<file path="src/rtl/video_pkg.sv">
// Shared video timing defaults, pattern modes and palette for the test-pattern generator.
package video_pkg;

  localparam int unsigned H_ACTIVE_D = 640;
  localparam int unsigned H_FRONT_D  = 16;
  localparam int unsigned H_SYNC_D   = 96;
  localparam int unsigned H_TOTAL_D  = 800;
  localparam int unsigned V_ACTIVE_D = 480;
  localparam int unsigned V_FRONT_D  = 10;
  localparam int unsigned V_SYNC_D   = 2;
  localparam int unsigned V_TOTAL_D  = 525;
  localparam int unsigned BOX_D      = 64;

  localparam int unsigned XW    = 10;
  localparam int unsigned YW    = 10;
  localparam int unsigned BXW   = 10;
  localparam int unsigned BYW   = 9;
  localparam int unsigned BAR_W = 80;

  typedef enum logic [1:0] {
    MODE_SOLID = 2'd0,
    MODE_BARS  = 2'd1,
    MODE_CHECK = 2'd2,
    MODE_BOX   = 2'd3
  } mode_e;

  typedef struct packed {
    logic [7:0] r;
    logic [7:0] g;
    logic [7:0] b;
  } rgb_t;

  localparam logic [23:0] C_WHITE   = 24'hFFFFFF;
  localparam logic [23:0] C_YELLOW  = 24'hFFFF00;
  localparam logic [23:0] C_CYAN    = 24'h00FFFF;
  localparam logic [23:0] C_GREEN   = 24'h00FF00;
  localparam logic [23:0] C_MAGENTA = 24'hFF00FF;
  localparam logic [23:0] C_RED     = 24'hFF0000;
  localparam logic [23:0] C_BLUE    = 24'h0000FF;
  localparam logic [23:0] C_BLACK   = 24'h000000;

  function automatic logic [23:0] bar_colour(input logic [2:0] idx);
    case (idx)
      3'd0:    bar_colour = C_WHITE;
      3'd1:    bar_colour = C_YELLOW;
      3'd2:    bar_colour = C_CYAN;
      3'd3:    bar_colour = C_GREEN;
      3'd4:    bar_colour = C_MAGENTA;
      3'd5:    bar_colour = C_RED;
      3'd6:    bar_colour = C_BLUE;
      default: bar_colour = C_BLACK;
    endcase
  endfunction

endpackage

</file>
<file path="src/rtl/video_timing.sv">
// Raster x/y counters with combinational active-video, sync and frame-start terms.
module video_timing
  import video_pkg::*;
#(
  parameter int unsigned H_ACTIVE = H_ACTIVE_D,
  parameter int unsigned H_FRONT  = H_FRONT_D,
  parameter int unsigned H_SYNC   = H_SYNC_D,
  parameter int unsigned H_TOTAL  = H_TOTAL_D,
  parameter int unsigned V_ACTIVE = V_ACTIVE_D,
  parameter int unsigned V_FRONT  = V_FRONT_D,
  parameter int unsigned V_SYNC   = V_SYNC_D,
  parameter int unsigned V_TOTAL  = V_TOTAL_D
) (
  input  logic          i_pxl_clk,
  input  logic          i_rst,
  output logic [XW-1:0] o_x,
  output logic [YW-1:0] o_y,
  output logic          o_de_c,
  output logic          o_hsync_c,
  output logic          o_vsync_c,
  output logic          o_frame_start_c
);

  localparam logic [XW-1:0] X_LAST   = XW'(H_TOTAL - 1);
  localparam logic [YW-1:0] Y_LAST   = YW'(V_TOTAL - 1);
  localparam logic [XW-1:0] HS_START = XW'(H_ACTIVE + H_FRONT);
  localparam logic [XW-1:0] HS_END   = XW'(H_ACTIVE + H_FRONT + H_SYNC);
  localparam logic [YW-1:0] VS_START = YW'(V_ACTIVE + V_FRONT);
  localparam logic [YW-1:0] VS_END   = YW'(V_ACTIVE + V_FRONT + V_SYNC);

  logic [XW-1:0] r_x;
  logic [YW-1:0] r_y;

  always_ff @(posedge i_pxl_clk) begin
    if (!i_rst) begin
      r_x <= '0;
      r_y <= '0;
    end else if (r_x == X_LAST) begin
      r_x <= '0;
      r_y <= (r_y == Y_LAST) ? '0 : r_y + YW'(1);
    end else begin
      r_x <= r_x + XW'(1);
    end
  end

  // vsync depends on y only, so its edges fall on x=0.
  assign o_x             = r_x;
  assign o_y             = r_y;
  assign o_de_c          = (r_x < XW'(H_ACTIVE)) && (r_y < YW'(V_ACTIVE));
  assign o_hsync_c       = !((r_x >= HS_START) && (r_x < HS_END));
  assign o_vsync_c       = !((r_y >= VS_START) && (r_y < VS_END));
  assign o_frame_start_c = (r_x == '0) && (r_y == '0);

endmodule

</file>
<file path="src/rtl/pattern_gen.sv">
// Test-pattern generator: solid, colour bars, checkerboard and a bouncing box, one cycle behind the raster counters.
module pattern_gen
  import video_pkg::*;
#(
  parameter int unsigned H_ACTIVE = H_ACTIVE_D,
  parameter int unsigned H_FRONT  = H_FRONT_D,
  parameter int unsigned H_SYNC   = H_SYNC_D,
  parameter int unsigned H_TOTAL  = H_TOTAL_D,
  parameter int unsigned V_ACTIVE = V_ACTIVE_D,
  parameter int unsigned V_FRONT  = V_FRONT_D,
  parameter int unsigned V_SYNC   = V_SYNC_D,
  parameter int unsigned V_TOTAL  = V_TOTAL_D,
  parameter int unsigned BOX      = BOX_D
) (
  input  logic        pxl_clk,
  input  logic        rst,
  input  logic [1:0]  mode_i,
  input  logic [23:0] solid_rgb_i,
  output logic [7:0]  r_o,
  output logic [7:0]  g_o,
  output logic [7:0]  b_o,
  output logic        de_o,
  output logic        hsync_o,
  output logic        vsync_o,
  output logic        frame_start_o
);

  localparam logic [BXW-1:0] BX_MAX = BXW'(H_ACTIVE - BOX);
  localparam logic [BYW-1:0] BY_MAX = BYW'(V_ACTIVE - BOX);

  logic [XW-1:0]  w_x;
  logic [YW-1:0]  w_y;
  logic           w_de, w_hs, w_vs, w_fs;

  mode_e          r_mode;
  rgb_t           r_solid;
  logic [BXW-1:0] r_bx;
  logic [BYW-1:0] r_by;
  logic           r_dx, r_dy;
  rgb_t           r_out;
  logic           r_de, r_hs, r_vs, r_fs;

  logic [BXW-1:0] w_bx_nxt, w_bx;
  logic [BYW-1:0] w_by_nxt, w_by;
  logic           w_dx_nxt, w_dy_nxt;
  mode_e          w_mode;
  rgb_t           w_solid;
  logic           w_in_box;
  logic [2:0]     w_bar;
  rgb_t           w_pix;

  video_timing #(
    .H_ACTIVE(H_ACTIVE), .H_FRONT(H_FRONT), .H_SYNC(H_SYNC), .H_TOTAL(H_TOTAL),
    .V_ACTIVE(V_ACTIVE), .V_FRONT(V_FRONT), .V_SYNC(V_SYNC), .V_TOTAL(V_TOTAL)
  ) u_timing (
    .i_pxl_clk       (pxl_clk),
    .i_rst           (rst),
    .o_x             (w_x),
    .o_y             (w_y),
    .o_de_c          (w_de),
    .o_hsync_c       (w_hs),
    .o_vsync_c       (w_vs),
    .o_frame_start_c (w_fs)
  );

  // Per-axis bounce: at an edge the direction flips and the box steps back 1 px.
  always_comb begin
    w_bx_nxt = r_bx;
    w_dx_nxt = r_dx;
    w_by_nxt = r_by;
    w_dy_nxt = r_dy;
    if (r_dx) begin
      if (r_bx == BX_MAX) begin
        w_bx_nxt = r_bx - BXW'(1);
        w_dx_nxt = 1'b0;
      end else begin
        w_bx_nxt = r_bx + BXW'(1);
      end
    end else begin
      if (r_bx == '0) begin
        w_bx_nxt = BXW'(1);
        w_dx_nxt = 1'b1;
      end else begin
        w_bx_nxt = r_bx - BXW'(1);
      end
    end
    if (r_dy) begin
      if (r_by == BY_MAX) begin
        w_by_nxt = r_by - BYW'(1);
        w_dy_nxt = 1'b0;
      end else begin
        w_by_nxt = r_by + BYW'(1);
      end
    end else begin
      if (r_by == '0) begin
        w_by_nxt = BYW'(1);
        w_dy_nxt = 1'b1;
      end else begin
        w_by_nxt = r_by - BYW'(1);
      end
    end
  end

  // At (0,0) the freshly sampled frame state already applies to that first pixel.
  assign w_mode   = w_fs ? mode_e'(mode_i) : r_mode;
  assign w_solid  = w_fs ? rgb_t'(solid_rgb_i) : r_solid;
  assign w_bx     = w_fs ? w_bx_nxt : r_bx;
  assign w_by     = w_fs ? w_by_nxt : r_by;
  assign w_bar    = 3'(w_x / XW'(BAR_W));
  assign w_in_box = ((XW+1)'(w_x) >= (XW+1)'(w_bx)) &&
                    ((XW+1)'(w_x) <  (XW+1)'(w_bx) + (XW+1)'(BOX)) &&
                    ((YW+1)'(w_y) >= (YW+1)'(w_by)) &&
                    ((YW+1)'(w_y) <  (YW+1)'(w_by) + (YW+1)'(BOX));

  always_comb begin
    w_pix = rgb_t'(C_BLACK);
    case (w_mode)
      MODE_SOLID: w_pix = w_solid;
      MODE_BARS:  w_pix = rgb_t'(bar_colour(w_bar));
      MODE_CHECK: w_pix = (w_x[5] ^ w_y[5]) ? rgb_t'(C_BLACK) : rgb_t'(C_WHITE);
      default:    w_pix = w_in_box ? rgb_t'(C_WHITE) : rgb_t'(C_BLUE);
    endcase
  end

  always_ff @(posedge pxl_clk) begin
    if (!rst) begin
      r_mode  <= MODE_SOLID;
      r_solid <= '0;
      r_bx    <= '0;
      r_by    <= '0;
      r_dx    <= 1'b1;
      r_dy    <= 1'b1;
      r_out   <= '0;
      r_de    <= 1'b0;
      r_hs    <= 1'b1;
      r_vs    <= 1'b1;
      r_fs    <= 1'b0;
    end else begin
      r_de  <= w_de;
      r_hs  <= w_hs;
      r_vs  <= w_vs;
      r_fs  <= w_fs;
      r_out <= w_de ? w_pix : '0;
      if (w_fs) begin
        r_mode  <= mode_e'(mode_i);
        r_solid <= rgb_t'(solid_rgb_i);
        r_bx    <= w_bx_nxt;
        r_by    <= w_by_nxt;
        r_dx    <= w_dx_nxt;
        r_dy    <= w_dy_nxt;
      end
    end
  end

  assign r_o           = r_out.r;
  assign g_o           = r_out.g;
  assign b_o           = r_out.b;
  assign de_o          = r_de;
  assign hsync_o       = r_hs;
  assign vsync_o       = r_vs;
  assign frame_start_o = r_fs;

endmodule

</file>
<file path="config.mk">
export PLATFORM = sky130hd
export DESIGN_NAME = pattern_gen
export DESIGN_NICKNAME = d
export VERILOG_FILES = /design/src/rtl/video_pkg.sv /design/src/rtl/video_timing.sv /design/src/rtl/pattern_gen.sv
export SDC_FILE = /design/constraint.sdc
export NUM_CORES = 1
export LEC_CHECK = 0
export ABC_AREA = 1
export ABC_CLOCK_PERIOD_IN_PS = 7100
export CAP_MARGIN = 20
export CORE_MARGIN = 10
export CORE_UTILIZATION = 29
export CTS_BUF_LIST = sky130_fd_sc_hd__clkbuf_2 sky130_fd_sc_hd__clkbuf_4 sky130_fd_sc_hd__clkbuf_8
export CTS_CLUSTER_SIZE = 14
export DETAILED_ROUTE_END_ITERATION = 16
export PLACE_DENSITY = 0.43
export SETUP_SLACK_MARGIN = 0.3
export SYNTH_ARGS = -nofsm -noshare
export SYNTH_HDL_FRONTEND = slang
export SYNTH_SLANG_ARGS = --single-unit
</file>
<file path="constraint.sdc">
create_clock -name pxl_clk -period 7.1 [get_ports pxl_clk]
set_input_delay 1.42 -clock pxl_clk [delete_from_list [all_inputs] [get_ports pxl_clk]]
set_output_delay 1.42 -clock pxl_clk [all_outputs]
set_load 0.1 [all_outputs]
</file>
==> metrics <==
status=complete, no violations; drt first-iter violations=235; RSZ-0062 raised after global routing=false; largest net degree at the start of global routing=53; IO buf count=55; number of setup buffers added after CTS=0; root buf cell=clkbuf_8; initial cell density of the core=0.297; HP Class=reg -> reg; row cnt=50; Syn-to-layout area delta=17.7%; Tmin final=3930 ps; Crit path top cell by count=nand2_1; clock skew=12.0 ps; dpl ws=2950 ps; die area=0.0253 mm²; LEAKAGE=3.09 nW; post-layout util=0.350; CTS tree=done; via/cell ratio=4.54; first-pass GRT wire length=26800 µm; core area=0.0189 mm²; worst path cell trace=inv_1, ha_1, nand3_1, nor2_1, nand3_2, inv_1, o21ai_0, o31ai_1, ha_1, nand2_1, nor2_1, nand2_1, nand3_1, nand2_1, nand2_1, nand2_1, nand2_1, nand2_1, nand2_1, nand2_1, nand4_1, nor2_4, nor2_1, nor2_1; Met3 Wirelength=524 µm; # DRC=0; Top Ports=56; Cell variety after synth=40; Total GRT Usage=0.127; Clock transition at path regs=100 ps; H-tree Lvls=3; Post-Syn Nets=919; R2R Setup Slk=3170 ps; Top Metal Used=met4; CTS Hold Buffers Added=0; EDFF count, synth=0; final antenna-violating net count=0; Slew Viols, Final=0; total grt overflow=0; Power per Cell Area=248 mW/mm²; overall routed net length=15800 µm; Post-Synthesis Cells=853; Post-synth top cells=nand2_1, nor2_1, inv_1; DR WL met2=7060 µm; Synth Warn #=0; Die H=159 µm; initial antenna violation count=0; fillers=2120; most common flop cell mapped by yosys=dfxtp_1; CTS max path bufs=2; Final Cycle Share=0.554; DR WL/cell=13.5 µm; Peak supply drop=0.119 mV; Final TNS setup=0 ps; CTS Buf Count=9; WP data required=7420 ps; diode count=0; max_slew headroom=0.311; Max stage delay cell, worst path=o31ai_1; Max Fanout on Critical Path=16; routability congestion estimate=0.838; Post-DP HPWL=12000 µm; number of global-route vias before repair=5326; post-route cell area=0.00661 mm²; layout cells sized above 1=0.0376; crit end category=flip-flop; Fmax=0.254 GHz; nets=967; synthesized flop and latch total=95; Syn Area/Cell=6.59 µm²; Post-Place Cell Area=0.00641 mm²; Final WS setup=3170 ps; latest clock arrival within the worst-skew pair=390 ps; final setup violation count=0; Synth area leaders=dfxtp_1, nand2_1, ha_1, nor2_1, inv_1; DRT met1 WL=7960 µm; max incr delay on CP=450 ps; CP startpoint kind=flip-flop; clock sink count=95; Mapped Area=0.00562 mm²; Max Cap Violations=0; Yosys top cell area share=0.339; CP Class=reg -> reg; cell accounting for the most synthesized area=dfxtp_1; cell with the most instances after synthesis=nand2_1; WP data arrival=4250 ps; Fin. Hold Viols=0; CTS-repair resized insts=0; sequential share of the synthesized area=0.339; die width=159 µm; drt pass-1 iters=5; Post-synth ARST share=0; DR vias=5292; Slew @ Worst Pin=1030 ps
-- cell usage in the layout, fill, tap and decap left out, types with 7 or more instances in the layout --
cell type,instances
clkdlybuf4s50_1,55
nand2_1,233
nor4_1,7
inv_1,111
clkbuf_8,9
o21ai_0,33
nand4_1,8
nor3_1,19
ha_1,38
dfxtp_1,95
a21oi_1,48
nand3_1,58
xor2_1,13
nor2_1,116
-- layout make-up --
type / count / area, µm² / area share
clock buffer: 9 / 124 / 0.0187
tap: 260 / 325 / 0.0492
timing repair buffer: 58 / 573 / 0.0866
clock inverter: 6 / 77.6 / 0.0117
sequential: 95 / 1900 / 0.288
multi-input combinational: 619 / 3170 / 0.479
inverter: 118 / 443 / 0.0670
-- path summary, 6_finish.rpt --
path,startpoint,to,cells past startpoint
setup reg to reg,u_timing.o_y[0],r_o[4],24
hold reg to reg,u_timing.o_x[0],u_timing.o_x[0],1
hold / removal,u_timing.o_x[0],u_timing.o_x[0],1
setup / recovery,u_timing.o_y[0],r_o[4],24
-- state kept, by name, indices dropped and copies added (netlist names) --
| name | flops |
|---|---|
| r_solid | 24 |
| r_bx | 10 |
| u_timing.o_x | 10 |
| u_timing.o_y | 10 |
| r_by | 9 |
| b_o | 8 |
| g_o | 8 |
| r_o | 8 |
| r_mode | 2 |
| de_o | 1 |
| frame_start_o | 1 |
| hsync_o | 1 |
| r_dx | 1 |
| r_dy | 1 |
| vsync_o | 1 |
-- logic make-up after synthesis --
group           synth area share
compound gates             0.116
xor+xnor                  0.0296
fa+ha+maj                 0.0846
buf+inv                   0.0973
flops                      0.339
simple gates               0.334
-- layer usage --
metal  vias to the layer above  global-route usage
met1                      2372               0.167
met4                         0              0.0383
li1                       2836                   -
met5                         -                   0
met3                        11              0.0243
met2                        73               0.206
-- worst max-delay path: cells and delay by family (launching register included) --
family / cells / cell delay [ps]
AND/OR/NAND/NOR: 18 / 1850
adder cells (fa/ha/maj): 2 / 540
buffers and inverters: 2 / 510
AO/OA/AOI/OAI: 2 / 640
flip-flops: 1 / 320
-- through the flow --
stage	instances	hold slack, ps	power (W)
3_3_place_gp	1150	451	0.00128
3_5_place_dp	1150	449	0.00127
2_1_floorplan	853	430	0.00111
4_1_cts	1165	475	0.00167
6_report	1165	472	0.00164
5_1_grt	1165	501	0.00175
-- power by group --
part / total, W / leakage [nW] / switching, W / internal [W]
clock network: 0.000385 / 0.100 / 0.000217 / 0.000168
registers: 0.000611 / 0.780 / 0.0000249 / 0.000586
logic: 0.000641 / 2.21 / 0.000461 / 0.000180
total: 0.00164 / 3.09 / 0.000703 / 0.000934
Note: power is estimated with default switching activity, not from simulation.
